==> src/rtl/div3bits_seq_if.sv <==
// Request/result bundle for the sequential restoring divider.
// start/dividend/divisor are sampled only on the capture edge in IDLE; results are held until the next done.
interface div3bits_seq_if #(
    parameter int WIDTH = 3
);
    localparam int CW = $clog2(2 * WIDTH + 1);

    logic                   start;
    logic [2*WIDTH-1:0]     dividend;
    logic [WIDTH-1:0]       divisor;
    logic                   busy;
    logic                   done;
    logic [2*WIDTH-1:0]     quotient;
    logic [WIDTH-1:0]       remainder;
    logic                   div_zero;
    logic [CW-1:0]          CountOut;
    logic [1:0]             state_dbg;

    modport master (
        output start, dividend, divisor,
        input  busy, done, quotient, remainder, div_zero, CountOut, state_dbg
    );

    modport slave (
        input  start, dividend, divisor,
        output busy, done, quotient, remainder, div_zero, CountOut, state_dbg
    );
endinterface

==> src/rtl/div3bits_seq.sv <==
// Sequential restoring divider: 2*WIDTH-bit dividend by WIDTH-bit divisor, one quotient bit per clock.
// Control FSM and datapath are separate submodules joined by the top.
module div3bits_seq_fsm #(
    parameter int WIDTH = 3,
    parameter int CW    = $clog2(2 * WIDTH + 1)
) (
    input  logic          clk,
    input  logic          reset,
    input  logic          start,
    input  logic          div_is_zero,
    output logic [1:0]    state,
    output logic [CW-1:0] count,
    output logic          load,
    output logic          load_zero,
    output logic          step,
    output logic          last,
    output logic          busy,
    output logic          done
);
    localparam logic [1:0] S_IDLE = 2'd0;
    localparam logic [1:0] S_CALC = 2'd1;
    localparam logic [1:0] S_DONE = 2'd2;
    localparam logic [CW-1:0] LAST_CNT = CW'(2 * WIDTH - 1);

    logic [1:0]    state_q, state_d;
    logic [CW-1:0] count_q, count_d;

    always_comb begin
        state_d   = state_q;
        count_d   = count_q;
        load      = 1'b0;
        load_zero = 1'b0;
        step      = 1'b0;
        last      = 1'b0;
        case (state_q)
            S_IDLE: begin
                if (start) begin
                    load    = 1'b1;
                    count_d = '0;
                    if (div_is_zero) begin
                        load_zero = 1'b1;
                        state_d   = S_DONE;
                    end else begin
                        state_d = S_CALC;
                    end
                end
            end
            S_CALC: begin
                step    = 1'b1;
                count_d = count_q + CW'(1);
                if (count_q == LAST_CNT) begin
                    last    = 1'b1;
                    state_d = S_DONE;
                end
            end
            S_DONE:  state_d = S_IDLE;
            default: state_d = S_IDLE;
        endcase
    end

    always_ff @(posedge clk or negedge reset) begin
        if (!reset) begin
            state_q <= S_IDLE;
            count_q <= '0;
        end else begin
            state_q <= state_d;
            count_q <= count_d;
        end
    end

    assign state = state_q;
    assign count = count_q;
    assign busy  = (state_q == S_CALC);
    assign done  = (state_q == S_DONE);
endmodule

module div3bits_seq_dp #(
    parameter int WIDTH = 3
) (
    input  logic               clk,
    input  logic               reset,
    input  logic               load,
    input  logic               load_zero,
    input  logic               step,
    input  logic               last,
    input  logic [2*WIDTH-1:0] dividend,
    input  logic [WIDTH-1:0]   divisor,
    output logic [2*WIDTH-1:0] quotient,
    output logic [WIDTH-1:0]   remainder,
    output logic               div_zero
);
    // Dividend bits leave the top of dvd while quotient bits enter at the bottom,
    // so after 2*WIDTH steps the register holds the whole quotient.
    logic [2*WIDTH-1:0] dvd_q, dvd_d;
    logic [WIDTH-1:0]   dsr_q, dsr_d;
    logic [WIDTH-1:0]   pr_q, pr_d;
    logic [2*WIDTH-1:0] quo_q, quo_d;
    logic [WIDTH-1:0]   rem_q, rem_d;
    logic               dz_q, dz_d;

    logic [WIDTH:0]     pr_shift;
    logic               ge;
    logic [WIDTH-1:0]   pr_step;
    logic [2*WIDTH-1:0] dvd_step;

    always_comb begin
        pr_shift = {pr_q, dvd_q[2*WIDTH-1]};
        ge       = (pr_shift >= {1'b0, dsr_q});
        // The stored remainder is always below the divisor, so it fits in WIDTH bits.
        pr_step  = ge ? WIDTH'(pr_shift - {1'b0, dsr_q}) : pr_shift[WIDTH-1:0];
        dvd_step = {dvd_q[2*WIDTH-2:0], ge};

        dvd_d = dvd_q;
        dsr_d = dsr_q;
        pr_d  = pr_q;
        quo_d = quo_q;
        rem_d = rem_q;
        dz_d  = dz_q;
        if (load) begin
            dvd_d = dividend;
            dsr_d = divisor;
            pr_d  = '0;
            if (load_zero) begin
                quo_d = '1;
                rem_d = dividend[WIDTH-1:0];
                dz_d  = 1'b1;
            end
        end else if (step) begin
            dvd_d = dvd_step;
            pr_d  = pr_step;
            if (last) begin
                quo_d = dvd_step;
                rem_d = pr_step;
                dz_d  = 1'b0;
            end
        end
    end

    always_ff @(posedge clk or negedge reset) begin
        if (!reset) begin
            dvd_q <= '0;
            dsr_q <= '0;
            pr_q  <= '0;
            quo_q <= '0;
            rem_q <= '0;
            dz_q  <= 1'b0;
        end else begin
            dvd_q <= dvd_d;
            dsr_q <= dsr_d;
            pr_q  <= pr_d;
            quo_q <= quo_d;
            rem_q <= rem_d;
            dz_q  <= dz_d;
        end
    end

    assign quotient  = quo_q;
    assign remainder = rem_q;
    assign div_zero  = dz_q;
endmodule

module div3bits_seq #(
    parameter int WIDTH = 3
) (
    input  logic           clk,
    input  logic           reset,
    div3bits_seq_if.slave  bus
);
    localparam int CW = $clog2(2 * WIDTH + 1);

    logic load, load_zero, step, last;
    logic div_is_zero;

    assign div_is_zero = (bus.divisor == '0);

    div3bits_seq_fsm #(.WIDTH(WIDTH), .CW(CW)) u_fsm (
        .clk         (clk),
        .reset       (reset),
        .start       (bus.start),
        .div_is_zero (div_is_zero),
        .state       (bus.state_dbg),
        .count       (bus.CountOut),
        .load        (load),
        .load_zero   (load_zero),
        .step        (step),
        .last        (last),
        .busy        (bus.busy),
        .done        (bus.done)
    );

    div3bits_seq_dp #(.WIDTH(WIDTH)) u_dp (
        .clk       (clk),
        .reset     (reset),
        .load      (load),
        .load_zero (load_zero),
        .step      (step),
        .last      (last),
        .dividend  (bus.dividend),
        .divisor   (bus.divisor),
        .quotient  (bus.quotient),
        .remainder (bus.remainder),
        .div_zero  (bus.div_zero)
    );
endmodule

==> src/flat_wrapper.sv <==
// flat-port wrapper written by rule: the top's interface ports become plain ports
module div3bits_seq_flat 
#(
    parameter int WIDTH = 3
)
  (clk, reset, bus_start, bus_dividend, bus_divisor, bus_busy, bus_done, bus_quotient, bus_remainder, bus_div_zero, bus_CountOut, bus_state_dbg);
  div3bits_seq_if #(.WIDTH(WIDTH)) bus_i ();
  input  logic clk;
  input  logic reset;
  input wire logic [$bits(bus_i.start)-1:0] bus_start;
  input wire logic [$bits(bus_i.dividend)-1:0] bus_dividend;
  input wire logic [$bits(bus_i.divisor)-1:0] bus_divisor;
  output wire logic [$bits(bus_i.busy)-1:0] bus_busy;
  output wire logic [$bits(bus_i.done)-1:0] bus_done;
  output wire logic [$bits(bus_i.quotient)-1:0] bus_quotient;
  output wire logic [$bits(bus_i.remainder)-1:0] bus_remainder;
  output wire logic [$bits(bus_i.div_zero)-1:0] bus_div_zero;
  output wire logic [$bits(bus_i.CountOut)-1:0] bus_CountOut;
  output wire logic [$bits(bus_i.state_dbg)-1:0] bus_state_dbg;
  assign bus_i.start = bus_start;
  assign bus_i.dividend = bus_dividend;
  assign bus_i.divisor = bus_divisor;
  assign bus_busy = bus_i.busy;
  assign bus_done = bus_i.done;
  assign bus_quotient = bus_i.quotient;
  assign bus_remainder = bus_i.remainder;
  assign bus_div_zero = bus_i.div_zero;
  assign bus_CountOut = bus_i.CountOut;
  assign bus_state_dbg = bus_i.state_dbg;
  div3bits_seq #(.WIDTH(WIDTH)) u_core (.clk(clk), .reset(reset), .bus(bus_i));
endmodule
==> config.mk <==
export PLATFORM = sky130hd
export DESIGN_NAME = div3bits_seq_flat
export DESIGN_NICKNAME = d
export VERILOG_FILES = /design/src/rtl/div3bits_seq_if.sv /design/src/rtl/div3bits_seq.sv /design/src/flat_wrapper.sv
export SDC_FILE = /design/constraint.sdc
export NUM_CORES = 1
export LEC_CHECK = 0
export ABC_AREA = 1
export CORE_MARGIN = 2
export CORE_UTILIZATION = 39
export CTS_CLUSTER_SIZE = 30
export DETAILED_ROUTE_END_ITERATION = 7
export HOLD_SLACK_MARGIN = 0.06
export PLACE_DENSITY_LB_ADDON = 0.1
export SLEW_MARGIN = 25
export SYNTH_ARGS = -nofsm -noshare
export SYNTH_HDL_FRONTEND = slang
export SYNTH_SLANG_ARGS = --single-unit
==> constraint.sdc <==
create_clock -name clk -period 1.9 [get_ports clk]
set_input_delay 0.38 -clock clk [delete_from_list [all_inputs] [get_ports clk]]
set_output_delay 0.38 -clock clk [all_outputs]
set_load 0.005 [all_outputs]
== Word-level counts from Yosys, hierarchy flattened ==
Cells that the tools add are included.

* Bits in registers: 27
* Input bits: 12
* Output and inout port bits: 17
* Logic and storage cells: 56

* Add/sub/neg operators: 2
* Order comparisons: 1
* Equal/unequal tests: 6
* Multiplexer cells: 31
* Reductions and logical operators: 8

{| class="wikitable"
|+ Operators with widths
! kind !! count
|-
| 2-to-1 mux 6 bit || 6
|-
| 2-to-1 mux 3 bit || 8
|-
| 2-to-1 mux 1 bit || 12
|-
| 2-to-1 mux 2 bit || 3
|-
| one-hot mux 3 bit (2 select lines) || 1
|-
| nonzero test 2 bit || 3
|-
| greater-or-equal comparator 4 x 3 -> 1 bit || 1
|-
| != test 2 bit (second input constant) || 2
|-
| one-hot mux 2 bit (2 select lines) || 1
|-
| AND reduction 2 bit || 2
|-
| adder 3 x 1 -> 3 bit (second input constant) || 1
|-
| == test 3 bit (second input constant) || 1
|-
| zero test 3 bit || 1
|-
| AND reduction 3 bit || 1
|-
| subtractor 3 bit || 1
|-
| == test 2 x 1 -> 1 bit (second input constant) || 1
|-
| == test 2 bit (second input constant) || 1
|-
| zero test 2 bit || 1
|-
| != test 2 x 1 -> 1 bit (second input constant) || 1
|}

== Longest topological paths before layout ==
* Depth after elaboration: 6
* Depth in mapped cells: 10
* Depth with buffers taken out: 10

== Modules after synthesis ==
From an unflattened synthesis, not the netlist that was laid out.

* Cells, all modules: 175
* Area total of the unflattened synthesis: 1408.9 µm²

{| class="wikitable"
|+ Modules (own cells, without submodules)
! module !! times used !! cells an instance !! area each (µm²) !! sequential area each (µm²)
|-
| div3bits_seq_dp || 1 || 128 || 1087.3 || 550.5
|-
| div3bits_seq_fsm || 1 || 43 || 304.0 || 125.1
|-
| div3bits_seq || 1 || 4 || 17.5 || 0.0
|}

== Worst setup path before layout ==
No wires, ideal clock.

* Path kind: register -> register
* From: reg u_core.u_dp.dvd_q[5]
* To: reg u_core.u_dp.rem_q[0] (netlist: u_core.u_dp.remainder[0])
* Library setup time: 71 ps
* Arrival time: 1555 ps
* Required time: 1829 ps
* Setup slack: 273 ps
* Stages on the path, launching flop included: 11
* Path buffers: 0
* Period minus slack after synthesis: 1627 ps
* Cells stage by stage: dfrtp_1 > inv_1 > ha_1 > fa_1 > nand2_1 > nand2_1 > nand2_1 > nand3_1 > nand2_1 > nor2_1 > nor2_1

* Word-level cells in the longest chain between the ends: 5
* Elaborated cells on any way between the ends: 6
* Those cells by class: add/sub: 1; order compare: 1; mux: 4

{| class="wikitable"
|+ RTL lines
! element !! RTL line !! RTL
|-
| start, declared || div3bits_seq.sv:94 || <nowiki>logic [2*WIDTH-1:0] dvd_q, dvd_d;</nowiki>
|-
| start signal, assigned || div3bits_seq.sv:148 || <nowiki>dvd_q <= dvd_d;</nowiki>
|-
| greater-or-equal comparator 4 x 3 -> 1 bit or subtractor 3 bit (tied branches) || div3bits_seq.sv:108, div3bits_seq.sv:110 ||
|-
| 2-to-1 mux 3 bit * || div3bits_seq.sv:110 || <nowiki>pr_step = ge ? WIDTH'(pr_shift - {1'b0, dsr_q}) : pr_shift[WIDTH-1:0];</nowiki>
|-
| 2-to-1 mux 3 bit * || div3bits_seq.sv:131 || <nowiki>if (last) begin</nowiki>
|-
| 2-to-1 mux 3 bit * || div3bits_seq.sv:128 || <nowiki>end else if (step) begin</nowiki>
|-
| 2-to-1 mux 3 bit * || div3bits_seq.sv:119 || <nowiki>if (load) begin</nowiki>
|-
| end signal, assigned || div3bits_seq.sv:152 || <nowiki>rem_q <= rem_d;</nowiki>
|-
| end, declared || div3bits_seq.sv:98 || <nowiki>logic [WIDTH-1:0] rem_q, rem_d;</nowiki>
|}

Every way passes the cells marked *; elsewhere a longest branch is shown, timed or not. The select of a mux whose other input is x is not followed.
A chain may end at the register's enable or synchronous reset.

== Worst setup path after layout ==
* From: reg u_core.u_fsm.state_q[1] (netlist: u_core.u_fsm.state[1])
* To: out bus_busy

* Word-level cells in the longest chain between the ends: 1

{| class="wikitable"
|+ RTL lines
! element !! RTL line !! RTL
|-
| start, declared || div3bits_seq.sv:25 || <nowiki>logic [1:0] state_q, state_d;</nowiki>
|-
| start signal, assigned || div3bits_seq.sv:66 || <nowiki>state_q <= state_d;</nowiki>
|-
| == test 2 x 1 -> 1 bit || div3bits_seq.sv:73 || <nowiki>assign busy = (state_q == S_CALC);</nowiki>
|-
| end, declared || flat_wrapper.sv:13 || <nowiki>output wire logic [$bits(bus_i.busy)-1:0] bus_busy;</nowiki>
|}

Every way passes these cells.

==> qor.yml <==
routing:
  via_per_inst: 4.64
  highest_layer: "met4"
  drtAntennaViolNets: 0
  drt_wl_total_um: 2690
  met1_length_um: 1310
  firstDrtPassIters: 4
  dr_wl_met3_um: 93
  met2_length_um: 1260
  avgRoutedWirePerCell_um: 11.7
  via_count: 1071
  drc_errors: 0
  dr.first_iter.drc_count: 38
worst_setup_path:
  rr_worst_depth: 10
  worstPathRequired_ns: 1.52
  crit_top_cell: "inv_2"
  critical_path.startpoint_type: "flip-flop"
  cp.arrival_ns: 1.43
  r2r-end: "u_core.u_dp.pr_q[0]"
  crit_type: "reg -> out"
  crit_family: "buffers and inverters"
  rrSetupSlack_ns: 0.20
  path_max_fanout: 3
  critical_path.n_buffers_inverters: 3
  max_stage_delay_ns: 0.49
  timing.rr.start: "u_core.u_dp.dvd_q[5]"
  crit_slowest_cell: "clkdlybuf4s50_1"
  worstPathCellList: "inv_2, nand2_2, inv_2, clkdlybuf4s50_1"
  crit_path_end_kind: "primary output"
finish:
  final_layout_size_suffix_gt1_share_pct: 11.4
  final_area_sq_um: 1710
  nFillCells: 322
  area_growth_pct: 30.7
  antennaDiodeCount: 0
  nets: 204
floorplan:
  ios: 29
  die_x_um: 61.9
  die_h_um: 61.9
  fp.coreArea_sq_um: 3280
  rows: 21
  initial_core_util_pct: 39.8
  die-area_sq_um: 3830
sta:
  setup_violations: 0
  tightest_slew_ns: 0.345
  fin_worst_skew_ns: 0.0110
  fmax_mhz: 554
  rsz0062_at_grt: "false"
  fin_crit_ns: 1.81
  finalCritPeriodShare_pct: 95.0
  whs_ns: 0.414
  layout_setup_ws_ns: 0.0945
  tns_ns: 0
  timing.slew.headroom_pct: 77.0
  hold_viol: 0
  final_max_slew_viol_count: 0
place:
  gp_congestion: 0.812
  place_area_sq_um: 1660
  dp_hpwl_um: 2040
  port-buffer-count: 28
  pre_cts_ws_ns: 0.0841
synthesis:
  syn_area_sq_um: 1310
  yosysTopAreaCell: "dfrtp_1"
  syn_nets: 167
  yosysSeqAreaShare_pct: 51.7
  postSynthCellCount: 149
  yosysWarningCount: 0
  synth_seq_cells: 27
  synth_top_family_by_area: "simple AND/OR/NAND/NOR gates"
  synth_compound_area_share_pct: 9.10
  synth_top_area_share_pct: 51.7
  synth_xor_area_share_pct: 1.34
  synth_area_leaders: "dfrtp_1 52%, nand2_1 11%, nor2_1 6.0%"
  ys_types: 23
  yosys.area_share.adder_pct: 6.32
  syn_area_per_cell_sq_um: 8.77
  synth.mux.area_fraction_pct: 0
  synthSimpleGateAreaFrac_pct: 25.6
global_route:
  grt_max_degree: 28
  grt_overflow: 0
  gr-usage-all-layers_pct: 16.3
  antenna_found_initial: 0
  grt_pass1_wl_um: 4540
  grt_pass1_vias: 994
clock_network:
  cts_buffers: 3
  clk_pin_slew_ns: 0.15
  htreeDepth: 1
  root_buffer: "clkbuf_4"
  clockBufferDepth: 2
  clk_latency_ns: 0.33
  cts_tree: "built"
  cts_sinks: 27
worst_hold_path:
  min_path_type: "in -> async"
power:
  p_leak_uw: 0.000818
  ir_worst_vdd_mv: 0.775
  p_per_area_nw_per_um2: 1790
outcome:
  status: "finished clean"
flow_run:
  max_cap_viol_count: 0
==> power breakdown <==
group	total [uW]	switching, uW	leakage [uW]	internal, uW
Sequential	1040	176	0.000320	861
Clock	250	168	0.0000150	82.2
Combinational	1770	947	0.000482	824
==> area by class of cell <==
| class | count | area (sq um) | share of cell area [%] |
|---|---|---|---|
| inverters | 18 | 72.6 | 4.25 |
| repair buffers | 33 | 318 | 18.6 |
| multi-input cells | 103 | 558 | 32.7 |
| clock buffers | 4 | 26.3 | 1.54 |
| flip-flops and latches | 27 | 676 | 39.6 |
| well taps | 46 | 57.6 | 3.37 |
==> worst max-delay path by stage <==
| stage | start | slack [ns] | to | cells past startpoint |
|---|---|---|---|---|
| after floorplan | u_core.u_dp.dvd_q[5] | 0.27 | u_core.u_dp.remainder[0] | 10 |
| after global placement | bus_start | 0.13 | u_core.u_dp.remainder[1] | 8 |
| after detailed placement | u_core.u_dp.dvd_q[5] | 0.08 | u_core.u_dp.pr_q[0] | 10 |
| after CTS | u_core.u_fsm.state[1] | 0.04 | bus_busy | 4 |
| after global routing | u_core.u_fsm.state[1] | 0.003 | bus_busy | 4 |
| final | u_core.u_fsm.state[1] | 0.09 | bus_busy | 4 |
==> routing by layer <==
layer	global-route usage, %	vias to the layer above
li1	-	550
met1	21.8	495
met2	26.5	22
met3	2.48	4
met4	6.38	0
met5	0	-
==> state kept, by name (all words and copies together), names as in the netlist <==
name / cells
u_core.u_dp.dvd_q: 6
u_core.u_dp.quotient: 6
u_core.u_dp.div_zero: 1
u_core.u_fsm.state: 2
u_core.u_dp.dsr_q: 3
u_core.u_fsm.count: 3
u_core.u_dp.remainder: 3
u_core.u_dp.pr_q: 3
==> placed cells by master, fill, tap and decap left out, types with 3 or more instances in the layout <==
cell type         n
buf_4             5
ha_1              5
nand2_1          37
clkdlybuf4s50_1  28
inv_2             3
nand3_1           7
clkbuf_4          3
nand2_4           3
a21oi_1           3
nand4_1           3
inv_1            14
nand2_2           3
nor2_1           21
o21ai_0           8
dfrtp_1          27
==> cells by family after synthesis <==
kind of cell,count (synthesis)
AOI/OAI and AO/OA,19
DFF,27
and+or+nand+nor,76
buffers and inverters,19
xor gates and xnor gates,2
adders and majority gates,6
==> metrics by stage <==
step                instances  util [%]  total power [uW]
global route              231      52.0              3410
global placement          225      50.6              2740
floorplan                 149         -              2080
detailed placement        225      50.6              2780
CTS                       229      51.4              3030
finish                    231      52.0              3060
==> cell usage after synthesis, drive strengths merged <==
library cell / number
nand4: 3
dfrtp: 27
o211ai: 1
nor2: 22
ha: 5
xnor2: 2
nand3: 7
buf: 1
o22ai: 2
fa: 1
o21ai: 11
o221ai: 2
or2: 1
nand2: 43
inv: 18
a21oi: 3
==> timing repair <==
action | 4_1_cts | 5_1_grt
endpoints found under the setup margin | 1 | 8
buffers inserted | 0 | 2
hold buffers | 0 | 0
resized for setup | 1 | 3
Note: power is estimated with default switching activity, not from simulation.
